$ cat config.mk
export PLATFORM = sky130hd
export DESIGN_NAME = cable_launch_controller
export DESIGN_NICKNAME = d
export VERILOG_FILES = /design/src/rtl/hook_pkg.sv /design/src/rtl/frame_tick_divider.sv /design/src/rtl/cable_launch_controller.sv
export SDC_FILE = /design/constraint.sdc
export NUM_CORES = 1
export LEC_CHECK = 0
export CORE_MARGIN = 2
export CORE_UTILIZATION = 40
export CTS_BUF_LIST = sky130_fd_sc_hd__clkbuf_4
export DETAILED_ROUTE_END_ITERATION = 8
export DONT_BUFFER_PORTS = 1
export SLEW_MARGIN = 0
export SYNTH_ARGS = -nofsm -noshare
export SYNTH_HDL_FRONTEND = slang
export SYNTH_HIERARCHICAL = 1
export SYNTH_SLANG_ARGS = --single-unit
$ cat constraint.sdc
create_clock -name clk -period 1.8 [get_ports clk]
set_input_delay 0.18 -clock clk [delete_from_list [all_inputs] [get_ports clk]]
set_output_delay 0.18 -clock clk [all_outputs]
set_load 0.1 [all_outputs]
$ cat src/rtl/hook_pkg.sv
// hook_pkg: shared types and constants for the cable launch controller.
//   cable_state_t  - grab-cycle FSM states (encoding is visible on the debug port)
//   obj_type_t     - object codes reported with a collision
//   *_DEF          - default frame budget and score values
//   return_divider - frame divider applied to the cable while it retracts
package hook_pkg;

  typedef enum logic [2:0] {
    ST_SWING   = 3'd0,
    ST_LAUNCH  = 3'd1,
    ST_EXTEND  = 3'd2,
    ST_RETRACT = 3'd3,
    ST_DELIVER = 3'd4
  } cable_state_t;

  typedef enum logic [1:0] {
    OBJ_NONE       = 2'd0,
    OBJ_SMALL_GOLD = 2'd1,
    OBJ_BIG_GOLD   = 2'd2,
    OBJ_ROCK       = 2'd3
  } obj_type_t;

  localparam int unsigned MAX_EXTEND_FRAMES_DEF = 90;
  localparam logic [7:0]  SMALL_GOLD_SCORE_DEF  = 8'd50;
  localparam logic [7:0]  BIG_GOLD_SCORE_DEF    = 8'd250;
  localparam logic [7:0]  ROCK_SCORE_DEF        = 8'd10;

  // Heavier loads come back slower: the cable only sees every Nth frame.
  function automatic logic [2:0] return_divider(input logic [1:0] obj);
    logic [2:0] n;
    case (obj_type_t'(obj))
      OBJ_SMALL_GOLD: n = 3'd2;
      OBJ_BIG_GOLD:   n = 3'd4;
      OBJ_ROCK:       n = 3'd3;
      default:        n = 3'd1;
    endcase
    return n;
  endfunction

endpackage

$ cat src/rtl/frame_tick_divider.sv
// frame_tick_divider: passes one out of every N frame pulses.
//   clk, resetN   - clock, asynchronous active-low reset
//   startOfFrame  - one-cycle frame pulse
//   clear         - holds the divider count at zero
//   N             - divide ratio, 1..4
//   tick          - startOfFrame qualified by a zero count (combinational)
module frame_tick_divider
  import hook_pkg::*;
(
  input  logic       clk,
  input  logic       resetN,
  input  logic       startOfFrame,
  input  logic       clear,
  input  logic [2:0] N,
  output logic       tick
);

  logic [1:0] div_cnt_q, div_cnt_d;

  always_comb begin
    div_cnt_d = div_cnt_q;
    if (clear) begin
      div_cnt_d = 2'd0;
    end else if (startOfFrame) begin
      if ({1'b0, div_cnt_q} == N - 3'd1) begin
        div_cnt_d = 2'd0;
      end else begin
        div_cnt_d = div_cnt_q + 2'd1;
      end
    end
  end

  always_ff @(posedge clk or negedge resetN) begin
    if (!resetN) begin
      div_cnt_q <= 2'd0;
    end else begin
      div_cnt_q <= div_cnt_d;
    end
  end

  // The first frame after the count is cleared always gets through.
  assign tick = startOfFrame & (div_cnt_q == 2'd0);

endmodule

$ cat src/rtl/cable_launch_controller.sv
// cable_launch_controller: sequences one grab cycle of the swinging cable.
//   Inputs : clk, resetN (async, active low), startOfFrame (frame pulse),
//            launchKey (debounced level), roundActive, IsInCircular,
//            collision, objectType[1:0] (sampled with collision)
//   Outputs: launch_Cable, forceReturn, scoreValid (one-cycle pulses),
//            cableFrameTick (gated frame pulse for the cable motion module),
//            carrying, carriedType[1:0], scoreValue[7:0], state[2:0] (debug)
// All pulse outputs are single-cycle strobes with no backpressure: the
// consumer must act on them in the cycle they are high.
module cable_launch_controller
  import hook_pkg::*;
#(
  parameter int unsigned MAX_EXTEND_FRAMES = MAX_EXTEND_FRAMES_DEF,
  parameter logic [7:0]  SMALL_GOLD_SCORE  = SMALL_GOLD_SCORE_DEF,
  parameter logic [7:0]  BIG_GOLD_SCORE    = BIG_GOLD_SCORE_DEF,
  parameter logic [7:0]  ROCK_SCORE        = ROCK_SCORE_DEF
) (
  input  logic       clk,
  input  logic       resetN,
  input  logic       startOfFrame,
  input  logic       launchKey,
  input  logic       roundActive,
  input  logic       IsInCircular,
  input  logic       collision,
  input  logic [1:0] objectType,
  output logic       launch_Cable,
  output logic       forceReturn,
  output logic       cableFrameTick,
  output logic       carrying,
  output logic [1:0] carriedType,
  output logic       scoreValid,
  output logic [7:0] scoreValue,
  output logic [2:0] state
);

  localparam logic [7:0] LAST_FRAME = 8'(MAX_EXTEND_FRAMES - 1);

  cable_state_t state_q, state_d;
  logic [7:0]   frame_cnt_q, frame_cnt_d;
  logic         armed_q, armed_d;
  logic         carrying_q, carrying_d;
  logic [1:0]   carried_type_q, carried_type_d;
  logic         launch_key_q;
  logic         key_edge;
  logic         force_return;
  logic         div_tick;
  logic [2:0]   div_n;
  logic [7:0]   table_score;

  assign key_edge = launchKey & ~launch_key_q;

  always_comb begin
    state_d        = state_q;
    frame_cnt_d    = frame_cnt_q;
    armed_d        = armed_q;
    carrying_d     = carrying_q;
    carried_type_d = carried_type_q;
    force_return   = 1'b0;
    case (state_q)
      ST_SWING: begin
        // A key edge that does not qualify is simply lost.
        if (key_edge && IsInCircular && roundActive) begin
          state_d = ST_LAUNCH;
        end
      end
      ST_LAUNCH: begin
        state_d     = ST_EXTEND;
        frame_cnt_d = 8'd0;
        armed_d     = 1'b0;
      end
      ST_EXTEND: begin
        // The cable starts inside the pivot zone; it must leave it once
        // before a return to that zone can end the cycle.
        if (!IsInCircular) begin
          armed_d = 1'b1;
        end
        if (startOfFrame) begin
          frame_cnt_d = frame_cnt_q + 8'd1;
        end
        if (collision) begin
          carried_type_d = objectType;
          carrying_d     = (objectType != 2'd0);
          state_d        = ST_RETRACT;
        end else if (startOfFrame && frame_cnt_q == LAST_FRAME) begin
          force_return = 1'b1;
          carrying_d   = 1'b0;
          state_d      = ST_RETRACT;
        end
      end
      ST_RETRACT: begin
        // Keep arming here too, so a hit that lands before the cable
        // ever left the pivot zone cannot strand the cycle in RETRACT.
        if (!IsInCircular) begin
          armed_d = 1'b1;
        end
        if (armed_q && IsInCircular) begin
          state_d = ST_DELIVER;
        end
      end
      ST_DELIVER: begin
        state_d        = ST_SWING;
        carrying_d     = 1'b0;
        carried_type_d = 2'd0;
      end
      default: begin
        state_d = ST_SWING;
      end
    endcase
  end

  always_ff @(posedge clk or negedge resetN) begin
    if (!resetN) begin
      state_q        <= ST_SWING;
      frame_cnt_q    <= 8'd0;
      armed_q        <= 1'b0;
      carrying_q     <= 1'b0;
      carried_type_q <= 2'd0;
      launch_key_q   <= 1'b0;
    end else begin
      state_q        <= state_d;
      frame_cnt_q    <= frame_cnt_d;
      armed_q        <= armed_d;
      carrying_q     <= carrying_d;
      carried_type_q <= carried_type_d;
      launch_key_q   <= launchKey;
    end
  end

  // An empty return (border hit or timeout) runs at full frame rate.
  assign div_n = carrying_q ? return_divider(carried_type_q) : 3'd1;

  frame_tick_divider u_divider (
    .clk          (clk),
    .resetN       (resetN),
    .startOfFrame (startOfFrame),
    .clear        (state_q != ST_RETRACT),
    .N            (div_n),
    .tick         (div_tick)
  );

  always_comb begin
    table_score = 8'd0;
    case (obj_type_t'(carried_type_q))
      OBJ_SMALL_GOLD: table_score = SMALL_GOLD_SCORE;
      OBJ_BIG_GOLD:   table_score = BIG_GOLD_SCORE;
      OBJ_ROCK:       table_score = ROCK_SCORE;
      default:        table_score = 8'd0;
    endcase
  end

  assign launch_Cable   = (state_q == ST_LAUNCH);
  assign forceReturn    = force_return;
  assign cableFrameTick = (state_q == ST_RETRACT) ? div_tick : startOfFrame;
  assign carrying       = carrying_q;
  assign carriedType    = carried_type_q;
  assign scoreValid     = (state_q == ST_DELIVER);
  assign scoreValue     = (state_q == ST_DELIVER && carrying_q) ? table_score : 8'd0;
  assign state          = state_q;

endmodule

-- After elaboration in Yosys (flattened, before gate mapping)
Index checks and enable logic that the tools add are counted.
- output and inout bits: 18
- input bits: 9
- word-level logic and storage cells: 72
- bits in registers: 18
- bitwise gates (word level): 3
- mux-type cells: 25
- $add $sub $neg: 3
- eq/ne operators: 16
- reductions and logical operators: 18
- operators with widths (kind ; count):
    8-bit case mux with 3 select lines ; 1
    8-bit 2-to-1 mux ; 2
    8-bit case mux with 2 select lines ; 1
    3-bit 2-to-1 mux ; 5
    3-bit case mux with 4 select lines ; 1
    2-bit != test (second input constant) ; 5
    2-bit nonzero test ; 5
    3-bit case mux with 3 select lines ; 1
    8-bit by 1-bit adder with 8-bit output (second input constant) ; 1
    8-bit by 7-bit equality test with 1-bit output (second input constant) ; 1
    2-bit 2-to-1 mux ; 4
    2-bit AND reduction ; 4
    1-bit 2-to-1 mux ; 7
    3-bit by 2-bit equality test with 1-bit output (second input constant) ; 2
    1-bit logical AND ; 5
    2-bit equality test (second input constant) ; 2
    1-bit case mux with 2 select lines ; 2
    2-bit case mux with 2 select lines ; 1
    2-bit by 3-bit equality test with 1-bit output ; 1
    3-bit by 1-bit equality test with 1-bit output (second input constant) ; 1
    3-bit equality test (second input constant) ; 1
    3-bit logical NOT ; 1
    3-bit by 2-bit != test with 1-bit output (second input constant) ; 1
    3-bit != test (second input constant) ; 1
    8 further kinds ; 9

-- Depth between registers and ports, before layout
Gate-level depths: netlist (run 1).
- word-level depth: 8
- mapped depth: 9

-- Hierarchy
Netlist (run 1), hierarchy kept.
- modules (own cells, without submodules) (module ; instances ; area an instance (µm²) ; cells an instance ; sequential area each (µm²)):
    cable_launch_controller ; 1 ; 1026.0 ; 112 ; 400.4
    frame_tick_divider ; 1 ; 163.9 ; 18 ; 50.0

-- Worst setup path after synthesis (run 1)
OpenSTA, ideal clock, no wires.
- kind: flip-flop to output port
- from: register state_q[1], in the netlist state[1]
- to: output port forceReturn
- arrival: 4188 ps
- path buffers: 1
- data required time: 1620 ps
- setup slack: -2568 ps
- cell stages (with the launch flop): 4
- cell sequence: dfrtp_1 > buf_2 > nand2b_1 > nor4_1
- longest elaborated chain between the ends: 2
- RTL lines (item ; line ; RTL):
    start: declaration ; cable_launch_controller.sv:38 ; cable_state_t state_q, state_d;
    start signal: assignment ; cable_launch_controller.sv:120 ; state_q <= state_d;
    3-bit by 2-bit equality test with 1-bit output ; cable_launch_controller.sv:59 ; case (state_q)
    1-bit 2-to-1 mux ; cable_launch_controller.sv:59 ;
    end: declaration ; cable_launch_controller.sv:27 ; output logic forceReturn,
No other way between the ends.

-- Worst setup path after layout (run 1)
- from: register frame_cnt_q[1]
- to: output port forceReturn
- longest elaborated chain between the ends: 5
- RTL lines (item ; line ; RTL):
    start: declaration ; cable_launch_controller.sv:39 ; logic [7:0] frame_cnt_q, frame_cnt_d;
    start signal: assignment ; cable_launch_controller.sv:121 ; frame_cnt_q <= frame_cnt_d;
    8-bit by 7-bit equality test with 1-bit output ; cable_launch_controller.sv:84 ; end else if (startOfFrame && frame_cnt_q == LAST_FRAME) begin
    1-bit logical AND ; cable_launch_controller.sv:84 ;
    1-bit 2-to-1 mux ; cable_launch_controller.sv:84 ;
    1-bit 2-to-1 mux ; cable_launch_controller.sv:80 ; if (collision) begin
    1-bit 2-to-1 mux ; cable_launch_controller.sv:59 ;
No other way between the ends.

==> results.sh, run 1 <==
export IMPL_outcome="finished, violations left"
export IMPL_violations="setup timing"
export IMPL_slowest_delay_ns=0.40
export IMPL_start_util_pct=42.8
export IMPL_hold_viol_final=0
export IMPL_synth_cell_types=38
export IMPL_cts_root_buf="clkbuf_4"
export IMPL_synth_edf_count=0
export IMPL_clock_path_buffers=2
export IMPL_htreeDepth=1
export IMPL_overflow=0
export IMPL_cp_cell_sequence="inv_2 > ha_4 > and4b_1 > nand4_1 > nor4_4 > buf_12"
export IMPL_grt_pass1_vias=1023
export IMPL_clockPowerShare_pct=6.3
export IMPL_worst_pin_slew_ns=0.860
export IMPL_hold_class="in -> reg"
export IMPL_ys_flop_type="dfrtp_1"
export IMPL_drv_cap=0
export IMPL_fin_ws_ns=-0.154
export IMPL_p_seq_share_pct=24.7
export IMPL_clkTransAtPathRegs_ns=0.11
export IMPL_grtUsageTotal_pct=18.5
export IMPL_fmax_mhz=512
export IMPL_setup_viol=7
export IMPL_die_h_um=58.5
export IMPL_fin_setup_tns_ns=-0.385
export IMPL_relSlewSlack_pct=42.5
export IMPL_p_int_w=0.00149
export IMPL_maxSlewViolCount=0
export IMPL_period_minus_slack_ns=1.95
export IMPL_vias=1017
export IMPL_avgSynthCellArea_um2=9.15
export IMPL_grt_pass1_wl_um=4800
export IMPL_via_per_inst=5.41
export IMPL_peakVddDrop_v=0.00180
export IMPL_powerDensity_nw_per_um2=1810
export IMPL_routabilityCongestion=0.769
export IMPL_cts_tree="done"
export IMPL_syn_area_um2=1190
export IMPL_cp_end_kind="output port"
export IMPL_synth_cells=130
export IMPL_async_flop_share_pct=100
export IMPL_fill_cells=213
export IMPL_remaining_drc_errors=0
export IMPL_dieArea_um2=3430
export IMPL_area_growth_pct=49.6
export IMPL_cp_start_kind="flip-flop"
export IMPL_cp_max_fo=2
export IMPL_cp_data_arrival_time_ns=1.77
export IMPL_clkSinkCount=18
export IMPL_ios=27
export IMPL_grt_start_max_net_pins=19
export IMPL_dp_hpwl_um=1910
export IMPL_critPathSlowestCell="dfrtp_1"
export IMPL_ys_ff_latch=18
export IMPL_fin_crit_sh_pct=109
export IMPL_numCtsBuffers=3
export IMPL_combPwrFrac_pct=69.0
export IMPL_leakagePower_nw=0.720
export IMPL_fp_row_count=19
export IMPL_drt_total_wl_um=2870
export IMPL_drtAntennaViolNets=0
export IMPL_port_buffers=0
export IMPL_required_ns=1.62
export IMPL_antenna_found_initial=0
export IMPL_yosysSeqAreaShare_pct=37.9
export IMPL_critPathKind="reg -> out"
export IMPL_switching_share_pct=53.8
export IMPL_core_um2=2780
export IMPL_clock_skew_ns=0.00962
export IMPL_drive_above_1_share_pct=46.5
export IMPL_num_antenna_cells=0
export IMPL_power_switching_w=0.00173
export IMPL_synth_warnings=6
export IMPL_clk_latency_ns=0.29
export IMPL_stdcell_count=188
export IMPL_layout_nets=175
export IMPL_drt_iter0_markers=25
export IMPL_drt_first_pass_iters=4
export IMPL_rsz0062_at_grt="true"
export IMPL_die_x_um=58.5
export IMPL_dp_cells=169
export IMPL_avgRoutedWirePerCell_um=15.3
export IMPL_fin_hold_ws_ns=0.0280
## cell type report
class                   count  area (um2)  area share [%]
clock buffers               3        22.5            1.26
clock inverters             1        3.75           0.211
inverters                  13        57.6            3.23
multi-input cells          92         873            49.1
flip-flops and latches     18         470            26.4
well taps                  31        38.8            2.18
repair buffers             30         314            17.6
## layout by cell type, fill, tap and decap left out, types with 2 or more instances in the layout
cell and instances:
nand4_1 3, conb_1 2, inv_1 7, dfrtp_1 12, inv_4 2, buf_6 3, or3_1 2, nand2b_4 2
clkbuf_4 3, xnor2_1 5, a21oi_1 5, dlygate4sd3_1 3, ha_4 6, nand2_4 2, buf_12 5, buf_4 18
nand3_1 4, nor3_1 4, nor2_4 6, dfrtp_4 5, inv_2 3, o21ai_0 5, a22oi_1 2, o22ai_1 2
nor2_1 11, nand2_1 2, ha_1 2, nand2b_1 2, a21oi_2 2
## cells in the mapped netlist, drive strengths merged (3+ instances only)
cell / number / area, um2
nand4: 3 / 18.8
nor3: 5 / 30.0
nand2b: 4 / 25.0
o21ai: 5 / 25.0
inv: 13 / 48.8
a21oi: 7 / 38.8
buf: 8 / 62.6
xnor2: 6 / 52.6
nand2: 4 / 15.0
nand3: 5 / 25.0
dfrtp: 18 / 450
nor2: 17 / 66.3
ha: 8 / 100
## critical path, delay by kind of cell (launching register included)
family                     cells  cell delay, ns
and+or+nand+nor                3            0.68
DFF                            1            0.40
buffers and inverters          2            0.28
adders and majority gates      1            0.11
## logic make-up (layout without fill, tap and decap cells)
group                      Yosys count  after routing  synth area share [%]
and+or+nand+nor                     49             49                  23.9
AOI/OAI and AO/OA                   24             24                  13.4
buffers and inverters               21             47                  9.36
DFF                                 18             18                  37.9
adders and majority gates            8              8                  8.41
xor gates and xnor gates             8              8                  5.89
other                                1              2                 0.315
muxes                                1              1                 0.946
## final timing paths
check	from	endpoint	slack [ns]	cells after the start
worst min-delay path	launchKey	state[0]	0.03	2
worst max-delay path	frame_cnt_q[1]	forceReturn	-0.15	6
worst max register to register	carriedType[0]	u_divider/div_cnt_q[0]	-0.02	9
min in group asynchronous	resetN	frame_cnt_q[0]	0.43	1
worst min register to register	launch_key_q	state[0]	0.43	1
max in group asynchronous	resetN	carriedType[1]	0.73	1
## power groups by stage
stage	combinational (W)	sequential, W	clock (W)
3_5_place_dp	0.00168	0.000814	0
5_1_grt	0.00237	0.000829	0.000221
4_1_cts	0.00195	0.000775	0.000213
2_1_floorplan	0.00104	0.00115	0
3_3_place_gp	0.00166	0.000805	0
6_report	0.00222	0.000797	0.000202
## registers in the layout, summed over array words and instances (netlist names)
register	count
launch_key_q	1
state	3
carriedType	2
u_divider/div_cnt_q	2
frame_cnt_q	8
armed_q	1
carrying	1
## stage by stage
step / setup slack [ns] / util, % / total power (W) / area [um2]
3_3_place_gp: 0.0482 / 53.6 / 0.00246 / 1490
3_5_place_dp: -0.0925 / 53.6 / 0.00250 / 1490
6_report: -0.154 / 64.0 / 0.00322 / 1780
5_1_grt: -0.247 / 64.0 / 0.00342 / 1780
2_1_floorplan: -0.359 / - / 0.00219 / 1370
4_1_cts: -0.243 / 59.9 / 0.00294 / 1670
## per-layer routing
metal	share of wire, %	track usage (%)	up-vias
met3	4.9	3.74	4
met5	0	0	-
met1	45	25.1	492
met4	2.1	7.31	0
li1	-	-	496
met2	48	28.9	25
## what timing repair did
action	in CTS	in global routing
setup endpoints to repair	8	9
setup buffers	10	2
resized for setup	8	19
hold buffers	3	0
hold endpoints to repair	20	0
pin swaps	7	8
No activity file was read; power rests on OpenSTA's default activity.
==> inputs of run 2 (changes only) <==
--- a/config.mk
+++ b/config.mk
@@ -7,7 +7,6 @@
 export LEC_CHECK = 0
 export CORE_MARGIN = 2
 export CORE_UTILIZATION = 40
-export CTS_BUF_LIST = sky130_fd_sc_hd__clkbuf_4
 export DETAILED_ROUTE_END_ITERATION = 8
 export DONT_BUFFER_PORTS = 1
 export SLEW_MARGIN = 0
==> run 2 against run 1 <==
Net effect:
- the flow still finishes with violations (setup timing)
- maximum frequency about the same
- wire length increased by 0.70%
- sequential power about the same
- critical endpoint unchanged
- largest power group unchanged
==> results.sh, run 2 (same netlist as run 1, synthesis figures left out) <==
export IMPL_outcome="finished, violations left"
export IMPL_violations="setup timing"
export IMPL_rrSetupSlack_ns=-0.02
export IMPL_whs_endpoint="state[0]"
export IMPL_routabilityCongestion=0.769
export IMPL_port_buffers=0
export IMPL_clkSinkCount=18
export IMPL_hold_viol_final=0
export IMPL_clockPowerShare_pct=7.5
export IMPL_area_growth_pct=50.9
export IMPL_num_antenna_cells=0
export IMPL_rsz0062_at_grt="true"
export IMPL_period_minus_slack_ns=1.96
export IMPL_rr_worst_depth=9
export IMPL_p_seq_share_pct=24.4
export IMPL_drtAntennaViolNets=0
export IMPL_layout_nets=175
export IMPL_avgRoutedWirePerCell_um=15.4
export IMPL_peakVddDrop_v=0.00184
export IMPL_fp_row_count=19
export IMPL_fin_hold_ws_ns=0.0277
export IMPL_min_path_cells=2
export IMPL_power_w=0.00327
export IMPL_grt_start_max_net_pins=19
export IMPL_multi_input_comb_area_um2=873
export IMPL_finish_utilization_pct=64.6
export IMPL_cp_max_fo=2
export IMPL_worst_pin_slew_ns=0.846
export IMPL_clk_latency_ns=0.29
export IMPL_grtUsageTotal_pct=18.5
export IMPL_drv_cap=0
export IMPL_required_ns=1.62
export IMPL_p_int_w=0.00153
export IMPL_clock_path_buffers=2
export IMPL_die_h_um=58.5
export IMPL_die_x_um=58.5
export IMPL_powerDensity_nw_per_um2=1820
export IMPL_cts_root_buf="clkbuf_4"
export IMPL_regArea_um2=470
export IMPL_drt_first_pass_iters=4
export IMPL_dp_worst_setup_slack_ns=-0.0925
export IMPL_dieArea_um2=3430
export IMPL_htreeDepth=1
export IMPL_cts_tree="done"
export IMPL_maxSlewViolCount=0
export IMPL_dp_hpwl_um=1910
export IMPL_holdCritStartpoint="launchKey"
export IMPL_largest_reg_flops=8
export IMPL_vias=1024
export IMPL_drive_above_1_share_pct=47.1
export IMPL_grt_pass1_wl_um=4820
export IMPL_start_util_pct=42.8
export IMPL_critPathKind="reg -> out"
export IMPL_r2r_start="carriedType[0]"
export IMPL_fin_crit_sh_pct=109
export IMPL_cp_data_arrival_time_ns=1.78
export IMPL_grt_pass1_vias=1029
export IMPL_leakagePower_nw=0.727
export IMPL_stdcell_count=188
export IMPL_overflow=0
export IMPL_fmax_mhz=511
export IMPL_fin_ws_ns=-0.155
export IMPL_setup_viol=7
export IMPL_numCtsBuffers=3
export IMPL_dp_cells=169
export IMPL_cp_start_kind="flip-flop"
export IMPL_relSlewSlack_pct=43.4
export IMPL_switching_share_pct=53.1
export IMPL_hold_class="in -> reg"
export IMPL_drt_iter0_markers=24
export IMPL_combPwrFrac_pct=68.1
export IMPL_ios=27
export IMPL_final_cell_mix="18 x buf_4, 12 x dfrtp_1, 11 x nor2_1, 7 x inv_1"
export IMPL_final_common_cell="buf_4"
export IMPL_largest_register="frame_cnt_q"
export IMPL_cp_startpoint="frame_cnt_q[1]"
export IMPL_fill_cells=214
export IMPL_core_um2=2780
export IMPL_drt_total_wl_um=2890
export IMPL_clkTransAtPathRegs_ns=0.11
export IMPL_r2r_end="u_divider/div_cnt_q[0]"
export IMPL_via_per_inst=5.45
export IMPL_cp_end_kind="output port"
export IMPL_remaining_drc_errors=0
export IMPL_antenna_found_initial=0
export IMPL_clock_skew_ns=0.00816
export IMPL_power_switching_w=0.00174
==> run 2: routing by layer <==
layer	vias up	GRT usage, %	wire (um)
li1	501	-	-
met1	495	25.0	1280
met2	24	29.2	1430
met3	4	3.74	120
met4	0	7.31	61
met5	-	0	0
==> run 2: cell type report <==
cell class                 instances  share of cell area [%]
timing repair buffer              30                    17.8
multi-input combinational         92                    48.6
sequential                        18                    26.2
tap                               31                    2.16
clock buffer                       4                    2.02
inverter                          13                    3.21
==> run 2: worst max path at each step <==
stage / slack [ns] / endpoint / cells past startpoint
final: -0.16 / forceReturn / 6
after global routing: -0.25 / forceReturn / 6
after CTS: -0.24 / forceReturn / 6
after detailed placement: -0.09 / u_divider/div_cnt_q[0] / 9
after global placement: 0.05 / u_divider/div_cnt_q[0] / 9
after floorplan: -0.36 / forceReturn / 5
==> run 2: timing repair <==
action | in CTS | in global routing
setup endpoints to repair | 8 | 9
endpoints found under the hold margin | 20 | 0
gates resized for setup | 8 | 20
buffers inserted | 10 | 2
hold buffers | 3 | 0
pin swaps | 7 | 8
==> run 2: worst max-delay path, cell delays in order (launching register included) <==
cell,delay [ns]
dfrtp_1,0.40
inv_2,0.07
ha_4,0.11
and4b_1,0.23
nand4_1,0.15
nor4_4,0.30
buf_12,0.21
==> run 2: power by group through the flow <==
stage	logic (W)	clock network (W)	registers, W
after floorplan	0.00104	0	0.00115
after global placement	0.00166	0	0.000805
after detailed placement	0.00168	0	0.000814
after CTS	0.00195	0.000257	0.000775
after global routing	0.00238	0.000268	0.000828
final	0.00223	0.000246	0.000798
==> run 2: per-stage QoR <==
| step | cell area (um2) | setup TNS (ns) |
|---|---|---|
| after global placement | 1490 | 0 |
| after global routing | 1800 | -1.03 |
| after detailed placement | 1490 | -0.162 |
| after floorplan | 1370 | -1.32 |
| final | 1800 | -0.452 |
| after CTS | 1680 | -0.340 |
==> inputs of run 3 (changes only) <==
--- a/config.mk
+++ b/config.mk
@@ -14,3 +14,4 @@
 export SYNTH_HDL_FRONTEND = slang
 export SYNTH_HIERARCHICAL = 1
 export SYNTH_SLANG_ARGS = --single-unit
+export TNS_END_PERCENT = 20
==> run 3 against run 2 <==
Net effect:
- the flow still finishes with violations (setup timing)
- setup slack improved by 0.0098 ns
- critical path depth did not move
- total power fell by 5.1%
- final area fell by 3.3%
- critical endpoint unchanged
==> results.sh, run 3 (same netlist as run 1, synthesis figures left out) <==
export IMPL_leakagePower_nw=0.717
export IMPL_fin_hold_ws_ns=0.0111
export IMPL_drv_cap=0
export IMPL_remaining_drc_errors=0
export IMPL_core_um2=2780
export IMPL_avgRoutedWirePerCell_um=15.3
export IMPL_power_w=0.00310
export IMPL_powerDensity_nw_per_um2=1790
export IMPL_final_cell_mix="13 x nor2_1, 13 x buf_4, 12 x dfrtp_1, 9 x inv_1, 7 x buf_12"
export IMPL_cp_cell_sequence="inv_2 > ha_4 > and4b_1 > nand4_1 > nor4_4 > buf_12"
export IMPL_peakVddDrop_v=0.00161
export IMPL_die_x_um=58.5
export IMPL_clock_skew_ns=0.00892
export IMPL_hold_viol_final=0
export IMPL_drt_first_pass_iters=4
export IMPL_multi_input_comb_area_um2=816
export IMPL_port_buffers=0
export IMPL_num_antenna_cells=0
export IMPL_worst_pin_slew_ns=0.863
export IMPL_critPathSlowestCell="dfrtp_1"
export IMPL_fin_crit_sh_pct=108
export IMPL_cp_max_fo=2
export IMPL_critPathKind="reg -> out"
export IMPL_largest_reg_flops=8
export IMPL_layout_nets=173
export IMPL_cp_data_arrival_time_ns=1.77
export IMPL_cts_root_buf="clkbuf_4"
export IMPL_htreeDepth=1
export IMPL_drtAntennaViolNets=0
export IMPL_dp_hpwl_um=1960
export IMPL_cp_end_kind="output port"
export IMPL_start_util_pct=42.8
export IMPL_antenna_found_initial=0
export IMPL_fill_cells=237
export IMPL_grt_pass1_wl_um=4530
export IMPL_grt_start_max_net_pins=19
export IMPL_rsz0062_at_grt="true"
export IMPL_largest_register="frame_cnt_q"
export IMPL_fp_row_count=19
export IMPL_clk_latency_ns=0.30
export IMPL_period_minus_slack_ns=1.95
export IMPL_clkSinkCount=18
export IMPL_ios=27
export IMPL_maxSlewViolCount=0
export IMPL_required_ns=1.62
export IMPL_die_h_um=58.5
export IMPL_relSlewSlack_pct=42.3
export IMPL_routabilityCongestion=0.746
export IMPL_fin_ws_ns=-0.146
export IMPL_outcome="finished, violations left"
export IMPL_grtUsageTotal_pct=17.6
export IMPL_regArea_um2=470
export IMPL_grt_pass1_vias=996
export IMPL_fmax_mhz=514
export IMPL_cp_start_kind="flip-flop"
export IMPL_dieArea_um2=3430
export IMPL_fin_setup_tns_ns=-0.490
export IMPL_slowest_delay_ns=0.40
export IMPL_clock_path_buffers=2
export IMPL_vias=1006
export IMPL_via_per_inst=5.41
export IMPL_clkTransAtPathRegs_ns=0.11
export IMPL_overflow=0
export IMPL_violations="setup timing"
export IMPL_drive_above_1_share_pct=41.3
export IMPL_drt_total_wl_um=2850
export IMPL_setup_viol=9
export IMPL_area_growth_pct=45.8
export IMPL_drt_iter0_markers=33
export IMPL_hold_class="in -> reg"
export IMPL_numCtsBuffers=3
export IMPL_cts_tree="done"
-- run 3: cell types whose count changed in the layout (fill, tap and decap cells not counted), moves of 2 or more --
cell | previous run | this run
buf_4 | 18 | 13
inv_1 | 7 | 9
inv_2 | 3 | 1
nor2_1 | 11 | 13
nor2_4 | 6 | 4
-- run 3: layer usage --
metal	wire, um	track usage [%]	vias up
met1	1270	23.3	476
met4	53	8.64	0
li1	-	-	496
met5	0	0	-
met3	125	2.86	7
met2	1410	28.1	27
-- run 3: final timing paths --
check                                from                     end  slack (ns)  cells past startpoint
min reg2reg                  launch_key_q                state[0]        0.43                      1
max reg2reg                carriedType[0]  u_divider/div_cnt_q[1]       -0.10                      9
min in group asynchronous          resetN          carriedType[0]        0.42                      1
max in group asynchronous          resetN                state[2]        0.76                      1
min                           roundActive                state[0]        0.01                      2
max                        frame_cnt_q[1]             forceReturn       -0.15                      6
-- run 3: what timing repair did --
item	4_1_cts	5_1_grt
hold buffers	3	0
resized for setup	12	12
buffers inserted	5	1
pin swaps	10	6
endpoints found under the setup margin	10	11
hold endpoints to repair	21	0
-- run 3: where the power goes --
part	leakage [nW]	switching, W	internal [W]
sequential	0.225	0.000254	0.000558
combinational	0.477	0.00127	0.000808
clock	0.0150	0.000132	0.0000864
-- run 3: final cells by class --
class	count	share of cell area, %
sequential	18	27.1
inverter	13	3.24
timing repair buffer	28	18.9
tap	31	2.24
multi-input combinational	92	47.0
clock buffer	4	1.51
-- run 3: critical path: cells and delay by family (launching register included) --
family | cells | cell delay, ns
adders and majority gates | 1 | 0.11
buffers and inverters | 2 | 0.29
and+or+nand+nor | 3 | 0.66
DFF | 1 | 0.40
-- run 3: metrics by stage --
stage / utilization, % / std cells / setup WS, ns / cell area (um2)
final: 62.4 / 186 / -0.146 / 1740
after global routing: 62.4 / 186 / -0.222 / 1740
after CTS: 59.3 / 185 / -0.217 / 1650
after detailed placement: 54.3 / 173 / -0.0472 / 1510
after global placement: 54.3 / 173 / 0.0215 / 1510
after floorplan: - / 131 / -0.359 / 1320
